### src/rtl/write_back.sv
// write_back: two-stage write-back (capture, then commit) into a register file
// with a bypass of the pending write and a count of committed writes.
module write_back #(
    parameter int DATA_WIDTH     = 16,
    parameter int REG_ADDR_WIDTH = 3
) (
    input  logic                      i_clk,
    input  logic                      i_rst_n,
    input  logic                      i_enable,
    input  logic [31:0]               i_mem_data,
    input  logic [DATA_WIDTH-1:0]     i_alu_result,
    input  logic                      i_ctr_wb_MR,
    input  logic                      i_ctr_wb_RW,
    input  logic [REG_ADDR_WIDTH-1:0] i_wb_dest,
    input  logic                      i_valid_in,
    input  logic [REG_ADDR_WIDTH-1:0] i_rf_raddr_a,
    input  logic [REG_ADDR_WIDTH-1:0] i_rf_raddr_b,
    output logic [DATA_WIDTH-1:0]     o_rf_rdata_a,
    output logic [DATA_WIDTH-1:0]     o_rf_rdata_b,
    output logic [DATA_WIDTH-1:0]     o_wb_data,
    output logic [REG_ADDR_WIDTH-1:0] o_wb_dest_out,
    output logic                      o_wb_valid,
    output logic [15:0]               o_retired_count
);
    localparam int NREG = 2 ** REG_ADDR_WIDTH;

    logic [DATA_WIDTH-1:0]     r_rf [NREG];
    logic [DATA_WIDTH-1:0]     r_wb_data;
    logic [REG_ADDR_WIDTH-1:0] r_wb_dest;
    logic                      r_wb_valid;
    logic [15:0]               r_count;
    logic [DATA_WIDTH-1:0]     w_sel;

    assign w_sel = i_ctr_wb_MR ? i_mem_data[DATA_WIDTH-1:0] : i_alu_result;

    always_ff @(posedge i_clk or negedge i_rst_n) begin
        if (!i_rst_n) begin
            for (int i = 0; i < NREG; i++) r_rf[i] <= '0;
            r_wb_data  <= '0;
            r_wb_dest  <= '0;
            r_wb_valid <= 1'b0;
            r_count    <= '0;
        end else if (i_enable) begin
            r_wb_data  <= w_sel;
            r_wb_dest  <= i_wb_dest;
            r_wb_valid <= i_valid_in & i_ctr_wb_RW & (i_wb_dest != '0);
            // Commit uses the previously captured write; r_wb_valid already excludes register 0.
            if (r_wb_valid) begin
                r_rf[r_wb_dest] <= r_wb_data;
                r_count         <= r_count + 16'd1;
            end
        end
    end

    assign o_rf_rdata_a    = (i_rf_raddr_a == '0) ? '0 :
                             (r_wb_valid && i_rf_raddr_a == r_wb_dest) ? r_wb_data : r_rf[i_rf_raddr_a];
    assign o_rf_rdata_b    = (i_rf_raddr_b == '0) ? '0 :
                             (r_wb_valid && i_rf_raddr_b == r_wb_dest) ? r_wb_data : r_rf[i_rf_raddr_b];
    assign o_wb_data       = r_wb_data;
    assign o_wb_dest_out   = r_wb_dest;
    assign o_wb_valid      = r_wb_valid;
    assign o_retired_count = r_count;
endmodule

### config.mk
export PLATFORM = sky130hd
export DESIGN_NAME = write_back
export DESIGN_NICKNAME = d
export VERILOG_FILES = /design/src/rtl/write_back.sv
export SDC_FILE = /design/constraint.sdc
export NUM_CORES = 1
export LEC_CHECK = 0
export CAP_MARGIN = 20
export CORE_MARGIN = 5
export CORE_UTILIZATION = 55
export CTS_BUF_LIST = sky130_fd_sc_hd__clkbuf_16
export CTS_CLUSTER_DIAMETER = 80
export DETAILED_ROUTE_END_ITERATION = 10
export PLACE_DENSITY = 0.81
export RECOVER_POWER = 100
export SLEW_MARGIN = 0
export SYNTH_ARGS = -nofsm -noshare
export SYNTH_HDL_FRONTEND = slang
export SYNTH_SLANG_ARGS = --single-unit
### constraint.sdc
create_clock -name i_clk -period 2.1 [get_ports i_clk]
set_input_delay 0.21 -clock i_clk [delete_from_list [all_inputs] [get_ports i_clk]]
set_output_delay 0.21 -clock i_clk [all_outputs]
set_load 0.02 [all_outputs]
==> results of run 1 <==
## per-layer routing
metal	vias up	track usage (%)	wire [um]
li1	2937	-	-
met1	3546	38.2	10500
met2	372	46.5	13500
met3	69	5.99	1940
met4	0	10.9	706
met5	-	0	0
## through the flow
stage                     utilization, %  power (mW)  setup TNS (ns)
after CTS                           73.0        11.9           -7.19
after detailed placement            68.9        8.88          -18.81
after global placement              68.9        8.62          -18.12
after global routing                73.7        12.6          -12.55
final                               73.7        12.1           -8.18
after floorplan                        -        7.27               0
## state kept, by name (all words and copies together), names as in the netlist
register / cells
o_wb_valid: 1
o_wb_data: 16
o_wb_dest_out: 3
o_retired_count: 16
r_rf: 128
## path summary, 6_finish.rpt
path | startpoint | endpoint | slack (ns) | depth (start not counted)
min reg2reg | o_retired_count[15] | o_retired_count[15] | 0.47 | 1
max in group asynchronous | i_rst_n | o_wb_dest_out[2] | 0.30 | 3
min in group asynchronous | i_rst_n | r_rf[57] | 0.61 | 2
max | o_wb_dest_out[1] | o_rf_rdata_a[5] | -0.38 | 8
max reg2reg | o_wb_valid | r_rf[53] | -0.03 | 6
min | i_alu_result[10] | o_wb_data[10] | 0.42 | 3
## final cells by class
type | count | share of cell area [%]
Clock buffer | 17 | 3.63
Clock inverter | 15 | 1.31
Inverter | 2 | 0.0641
Multi-Input combinational cell | 470 | 40.5
Sequential cell | 164 | 35.1
Tap cell | 216 | 2.31
Timing Repair Buffer | 203 | 17.0
## critical path, cell delays in order (launching register included)
cell	delay [ns]
dfrtp_2	0.45
xor2_2	0.19
buf_4	0.14
nor4b_4	0.24
buf_4	0.18
buf_12	0.14
a211oi_1	0.07
nor3_2	0.25
buf_4	0.19
## timing repair
| action | 4_1_cts | 5_1_grt |
|---|---|---|
| gates resized for setup | 197 | 32 |
| setup buffers | 2 | 6 |
| hold buffers | 1 | 0 |
| endpoints found under the hold margin | 47 | 0 |
| cloned | 1 | 2 |
| endpoints found under the setup margin | 32 | 32 |
| pin swaps | 7 | 21 |
## power breakdown
part	leakage (nW)	switching (mW)	internal (mW)	total, mW
clock network	0.278	1.34	1.76	3.10
logic	2.83	1.80	2.24	4.04
registers	2.06	0.890	4.10	4.99
## cell usage after synthesis, types with 3 or more instances
library cell,instances,area [um^2]
buf_2,32,160
buf_1,3,11.3
nand3_1,5,25.0
nor3_2,3,30.0
dfrtp_1,164,4100
nand2_1,7,26.3
nor2_1,51,191
a211oi_1,30,225
or2_2,3,18.8
clkbuf_1,25,93.8
xor2_1,4,35.0
nand4_1,4,25.0
nand2b_1,4,25.0
mux2_4,10,150
buf_6,5,56.3
o22ai_1,31,194
nor3_1,31,155
a21oi_1,17,85.1
mux2_2,121,1360
nor2_2,3,18.8
xnor2_1,16,140
buf_4,4,30.0
mux4_2,34,766
mux2i_1,78,781
## logic make-up (layout without fill, tap and decap cells)
kind of cell / Yosys count / in the layout / synth area share, %
fa+ha+maj: 1 / 1 / 0.140
simple gates: 123 / 123 / 6.96
flops: 164 / 164 / 46.1
mux: 245 / 245 / 34.6
buf+inv: 72 / 237 / 4.20
compound gates: 80 / 80 / 5.91
xor+xnor: 21 / 21 / 2.15
==> results.cfg, run 1 <==
[run_status]
outcome = finished with violations
violations = negative setup slack

[synth]
synth_edf_count = 0
synth.yosys.warnings = 0
synth.cell_area_um2 = 8910
synthArstFlopShare_pct = 100
syn_nets = 770
ys_seq_area_share_pct = 46.1
ys_types = 40
synthFlopType = dfrtp_1
synthCells = 706
ys_ff_latch = 164
avgSynthCellArea_um2 = 12.6

[detailed_routing]
drtIter0Drc = 675
final_antenna_net_count = 0
drc = 0
viasPerCell = 6.37
dr_total_vias = 6924
routedWlPerCell_um = 24.5
wl_mm = 26.7
first_pass_iters = 6

[worst_setup_path]
cp-end-kind = output pin
startpoint_type = flip-flop
crit_type = reg2out
cp.arrival_ns = 2.27
crit_fanout = 8
required_ns = 1.89

[clock_tree]
insertion_delay_ns = 0.43
cts_tree = done
ctsHtreeMaxLevel = 4
clk_pin_slew_ns = 0.07
numCtsBuffers = 17
clk_path_buf_depth = 2
clock-sinks = 164
cts_root_buf = clkbuf_16

[die]
ios = 131
die-area_um2 = 18800
fp.dieH_um = 137
initial_core_util_pct = 56.1
core.rowCount = 46
die_w_um = 137
core_area_um2 = 15900

[layout]
regArea_um2 = 4110
multi_input_area_um2 = 4750
layout_common_cells = dfrtp_1 (161), mux2_2 (121), mux2i_1 (78), buf_4 (76), clkdlybuf4s50_1 (53)
stdcell_area_um2 = 11700
nets = 922
nFillCells = 974
area_growth_pct = 31.4
layout_commonest_cell = dfrtp_1
antenna_cells = 0
drive_gt1_share_pct = 44.7
final_cells = 1087

[timing]
fin_ws_ns = -0.379
relSlewSlack_pct = 12.4
finalSetupViolCount = 44
worst_hold_slack_ns = 0.418
fin_crit_ns = 2.48
rsz0062_at_grt = yes
slew_violations = 0
fmax_ghz = 0.403
final_hold_viol_count = 0
skew_ns = 0.0104
period_share_pct = 118
worstMarginPinSlew_ns = 1.31

[global_routing]
grt_pass1_wl_mm = 40.9
antenna_found_initial = 0
grt_overflow = 0
grt_pass1_vias = 7260
grt_max_degree = 52
track_usage_pct = 28.7

[power_and_ir_drop]
leakagePower_nw = 5.18
vdd_drop_max_mv = 0.685
power_density_nw_per_um2 = 1040

[worst_hold_path]
hp-class = in2reg

[placed_design]
pre_cts_ws_ns = -0.638
place.gp.congestion = 0.926
dp_cells = 1043
place_area_um2 = 10900
dp_hpwl_mm = 18.0
io_buffer_count = 114

[job]
drv_cap = 0
Power figures use the tool's default switching activity.
==> run 2, diff against run 1 <==
RECOVER_POWER = 50   (was 100)
==> run 2 against run 1 <==
  * The flow still finishes with violations (negative setup slack)
  * Critical path depth unchanged
  * Highest routed layer unchanged
  * Combinational power increased by 1%
  * Die area unchanged
  * Design area increased by 0.88%
  * Non-clock buffer count unchanged
  * First-iteration DRC count decreased by 2.8%
  * Clock power about the same
  * Global-route usage unchanged
  * Final cell count unchanged
  * Critical endpoint unchanged
  * Fmax about the same
  * Critical path type unchanged
  * Count of clock-buffer cells in the layout unchanged
  * Register-to-register slack improved by 0.04 ns
==> results.cfg, run 2 (same netlist as run 1, synthesis figures left out) <==
[worst_setup_path]
startpoint_type = flip-flop
cp_top_family = buffers and inverters
cp-end-kind = output pin
crit_path_max_incr_delay_ns = 0.45
crit_fanout = 8
crit_type = reg2out
crit_top_cell = buf_4
r2r-start = o_wb_valid
reg2reg_depth = 6
required_ns = 1.89
critical_path.slowest_cell = dfrtp_2
cp.depth = 8
r2r-end = r_rf[61]
crit_chain = xor2_2 > buf_4 > nor4b_4 > buf_4 > buf_12 > a211oi_1 > nor3_2 > buf_4
critPathLaunch = o_wb_dest_out[1]
critPathBufInv = 4
critPathCapture = o_rf_rdata_a[5]
r2r_slack_ns = 0.01
cp.arrival_ns = 2.27

[power_and_ir_drop]
leakagePower_nw = 5.17
power_density_nw_per_um2 = 1030
vdd_drop_max_mv = 0.689

[clock_tree]
clk_pin_slew_ns = 0.07
clock-sinks = 164
ctsHtreeMaxLevel = 4
cts_tree = done
clk_path_buf_depth = 2
numCtsBuffers = 17
cts_root_buf = clkbuf_16
insertion_delay_ns = 0.43

[die]
ios = 131
core.rowCount = 46
die-area_um2 = 18800
fp.dieH_um = 137
die_w_um = 137
core_area_um2 = 15900
initial_core_util_pct = 56.1

[layout]
antenna_cells = 0
layout_commonest_cell = dfrtp_1
final_util_pct = 74.3
largest_reg_flops = 128
layout_common_cells = dfrtp_1 (161), mux2_2 (121), buf_4 (79), mux2i_1 (78), clkdlybuf4s50_1 (76)
area_growth_pct = 32.5
final_cells = 1087
nets = 922
top_register = r_rf
drive_gt1_share_pct = 45.4

[detailed_routing]
first_pass_iters = 5
drc = 0
dr_total_vias = 6919
routedWlPerCell_um = 24.6
viasPerCell = 6.37
drtIter0Drc = 656
wl_mm = 26.8
final_antenna_net_count = 0

[global_routing]
grt_overflow = 0
grt_pass1_wl_mm = 40.9
antenna_found_initial = 0
track_usage_pct = 28.7
grt_pass1_vias = 7260
grt_max_degree = 52

[worst_hold_path]
hp-class = in2reg
hold_depth = 3

[timing]
rsz0062_at_grt = yes
fmax_ghz = 0.403
relSlewSlack_pct = 11.6
slew_violations = 0
fin_crit_ns = 2.48
final_hold_viol_count = 0
period_share_pct = 118
fin_ws_ns = -0.382
finalSetupViolCount = 32
worstMarginPinSlew_ns = 1.33
skew_ns = 0.0102

[run_status]
violations = negative setup slack
outcome = finished with violations

[placed_design]
io_buffer_count = 114
dp_hpwl_mm = 18.0
dp_cells = 1043
place.gp.congestion = 0.926

[job]
drv_cap = 0
## run 2: how the worst min path moves through the flow
| stage | start | end | slack (ns) |
|---|---|---|---|
| after floorplan | i_rst_n | o_retired_count[0] | -0.09 |
| after global placement | i_rst_n | o_wb_data[9] | 0.18 |
| after detailed placement | i_rst_n | o_wb_data[8] | 0.19 |
| after CTS | i_rst_n | r_rf[57] | 0.31 |
| after global routing | i_alu_result[10] | o_wb_data[10] | 0.42 |
| final | i_alu_result[10] | o_wb_data[10] | 0.42 |
## run 2: tightest hold or removal path: stages
cell	delay [ns]
clkdlybuf4s50_1	0.40
mux2i_1	0.12
a21oi_1	0.08
## run 2: cell type report
cell class,instances,area [um^2]
clock inverter,15,154
sequential,164,4110
multi-input combinational,470,4760
fill,959,4080
timing repair buffer,203,2090
tap,216,270
clock buffer,17,425
inverter,2,7.51
## run 2: power by group
group	internal [mW]	switching (mW)	total (mW)
combinational	2.27	1.80	4.08
sequential	4.10	0.894	5.00
clock	1.76	1.34	3.10
## run 2: routing by layer
layer | part of all wire [%] | global-route usage, % | vias to the layer above
met5 | 0 | 0 | -
met4 | 3.1 | 10.9 | 0
met3 | 7.3 | 5.99 | 81
met2 | 50 | 46.5 | 356
met1 | 39 | 38.2 | 3556
li1 | - | - | 2926
## run 2: through the flow
stage | instance area (um^2) | hold WS [ns] | total power, mW | setup TNS, ns | setup slack (ns)
2_1_floorplan | 9020 | -0.0856 | 7.27 | 0 | 0.00777
3_3_place_gp | 10900 | 0.178 | 8.62 | -18.12 | -0.617
3_5_place_dp | 10900 | 0.192 | 8.88 | -18.81 | -0.638
4_1_cts | 11600 | 0.313 | 11.9 | -7.19 | -0.292
5_1_grt | 11800 | 0.418 | 12.7 | -11.20 | -0.409
6_report | 11800 | 0.417 | 12.2 | -8.13 | -0.382
## run 2: timing repair
item,in CTS,in global routing
hold buffers,1,0
gates resized for setup,197,32
endpoints found under the hold margin,47,0
pin swaps,7,21
gates cloned,1,2
setup buffers,2,6
endpoints found under the setup margin,32,32
==> run 3, diff against run 2 <==
GPL_TIMING_DRIVEN = 0   (was default)
HOLD_SLACK_MARGIN = 0.1   (was default)
==> run 3 against run 2 <==
  * The run ends with max-capacitance violations, max-slew violations, negative setup slack left
  * Flip-flop and latch count unchanged
  * Clock skew decreased by 0.0040 ns
  * Worst hold slack worse by 0.035 ns
  * Non-clock buffer count rose by 10
  * Die area stayed put
  * Sequential power decreased by 1%
  * Largest power group unchanged
==> results.cfg, run 3 (same netlist as run 1, synthesis figures left out) <==
[timing]
skew_ns = 0.00619
fin_ws_ns = -0.502
finalSetupViolCount = 42
final_hold_viol_count = 0
worst_hold_slack_ns = 0.382
worstMarginPinSlew_ns = 1.60
fmax_ghz = 0.384
rsz0062_at_grt = yes
slew_violations = 61
relSlewSlack_pct = -6.94
period_share_pct = 124
fin_crit_ns = 2.60

[layout]
layout_commonest_cell = dfrtp_1
nFillCells = 1008
top_register = r_rf
area_growth_pct = 31.3
final_util_pct = 73.7
nets = 932
drive_gt1_share_pct = 44.4
antenna_cells = 0
final_cells = 1097
layout_common_cells = dfrtp_1 (162), mux2_2 (121), mux2i_1 (78), clkdlybuf4s50_1 (74), buf_4 (48)
largest_reg_flops = 128

[clock_tree]
cts_root_buf = clkbuf_16
clock-sinks = 164
clk_pin_slew_ns = 0.07
cts_tree = done
ctsHtreeMaxLevel = 4
clk_path_buf_depth = 2
numCtsBuffers = 17
insertion_delay_ns = 0.43

[detailed_routing]
routedWlPerCell_um = 24.3
first_pass_iters = 5
drc = 0
final_antenna_net_count = 0
wl_mm = 26.7
dr_total_vias = 6907
viasPerCell = 6.30
drtIter0Drc = 620

[power_and_ir_drop]
leakagePower_nw = 5.13
vdd_drop_max_mv = 0.683
power_density_nw_per_um2 = 1030

[die]
die_w_um = 137
die-area_um2 = 18800
ios = 131
fp.dieH_um = 137
core.rowCount = 46
core_area_um2 = 15900
initial_core_util_pct = 56.1

[job]
drv_cap = 1

[run_status]
violations = max-capacitance violations, max-slew violations, negative setup slack
outcome = finished with violations

[worst_setup_path]
crit_fanout = 5
crit_path_max_incr_delay_ns = 0.57
crit_chain = xor2_2 > or4b_4 > buf_8 > buf_8 > a211oi_4 > buf_6
crit_top_cell = buf_8
cp-end-kind = output pin
critical_path.slowest_cell = or4b_4
startpoint_type = flip-flop
crit_type = reg2out
required_ns = 1.89
reg2reg_depth = 5
cp.arrival_ns = 2.39

[worst_hold_path]
hp-class = in2reg
hold_depth = 3

[global_routing]
antenna_found_initial = 0
grt_pass1_vias = 7221
grt_pass1_wl_mm = 40.6
grt_overflow = 0
track_usage_pct = 28.5
grt_max_degree = 105

[placed_design]
dp_cells = 1033
io_buffer_count = 110
place.gp.congestion = 0.946
dp_hpwl_mm = 17.7
## run 3: cell count changes in the layout (fill, tap and decap cells not counted), sizes merged
cell           previous run  this run
bufinv                    2         1
buf                     113       105
inv                       6         9
clkdlybuf4s50            76        74
dlymetal6s2s              1         0
dlygate4sd3               3         2
clkbuf                   27        47
dlygate4sd2               0         2
clkinv                    6         4
## run 3: worst paths after layout
| kind | start | to | slack [ns] |
|---|---|---|---|
| worst max register to register | o_wb_valid | r_rf[69] | -0.03 |
| worst max-delay path | o_wb_dest_out[1] | o_rf_rdata_a[14] | -0.50 |
| worst min register to register | o_retired_count[10] | o_retired_count[10] | 0.50 |
| max in group asynchronous | i_rst_n | o_wb_dest_out[0] | 0.17 |
| min in group asynchronous | i_rst_n | o_wb_data[9] | 0.72 |
| worst min-delay path | i_ctr_wb_MR | o_wb_data[15] | 0.38 |
## run 3: worst max-delay path, delay by kind of cell (launching register included)
family,cells,cell delay [ns]
compound gates,1,0.29
xor+xnor,1,0.17
flops,1,0.47
buf+inv,3,0.45
simple gates,1,0.57
## run 3: timing repair
item,CTS,global route
pin swaps,22,17
hold buffers,1,0
setup buffers,25,11
gates cloned,3,1
endpoints found under the setup margin,52,76
hold endpoints to repair,60,0
gates resized for setup,261,36
## run 3: layout make-up
cell class	instances	area, um^2	share of cell area (%)
Tap cell	216	270	2.31
Timing Repair Buffer	148	1430	12.2
Sequential cell	164	4110	35.1
Inverter	2	7.51	0.0642
Buffer	65	430	3.68
Multi-Input combinational cell	470	4900	41.9
Clock buffer	17	425	3.64
Clock inverter	15	131	1.12
## run 3: layer usage
metal / vias up / GRT usage (%) / part of all wire (%)
li1: 2944 / - / -
met1: 3554 / 38.1 / 41
met2: 337 / 45.4 / 48
met3: 72 / 6.36 / 6.9
met4: 0 / 11.7 / 3.4
met5: - / 0 / 0
## run 3: per-stage QoR
stage                     instance area (um^2)  total power, mW  TNS [ns]  setup WS (ns)
after detailed placement                 10400             8.75    -42.48          -1.14
after global routing                     11700             12.5    -28.20         -0.525
after global placement                   10400             8.50   -938.35          -5.49
after CTS                                11500             11.8    -10.13         -0.450
final                                    11700             12.1    -11.28         -0.502
after floorplan                           9020             7.27         0        0.00777
## run 3: power breakdown
part,internal (mW),switching (mW)
Sequential,4.10,0.821
Combinational,2.22,1.93
Clock,1.64,1.34
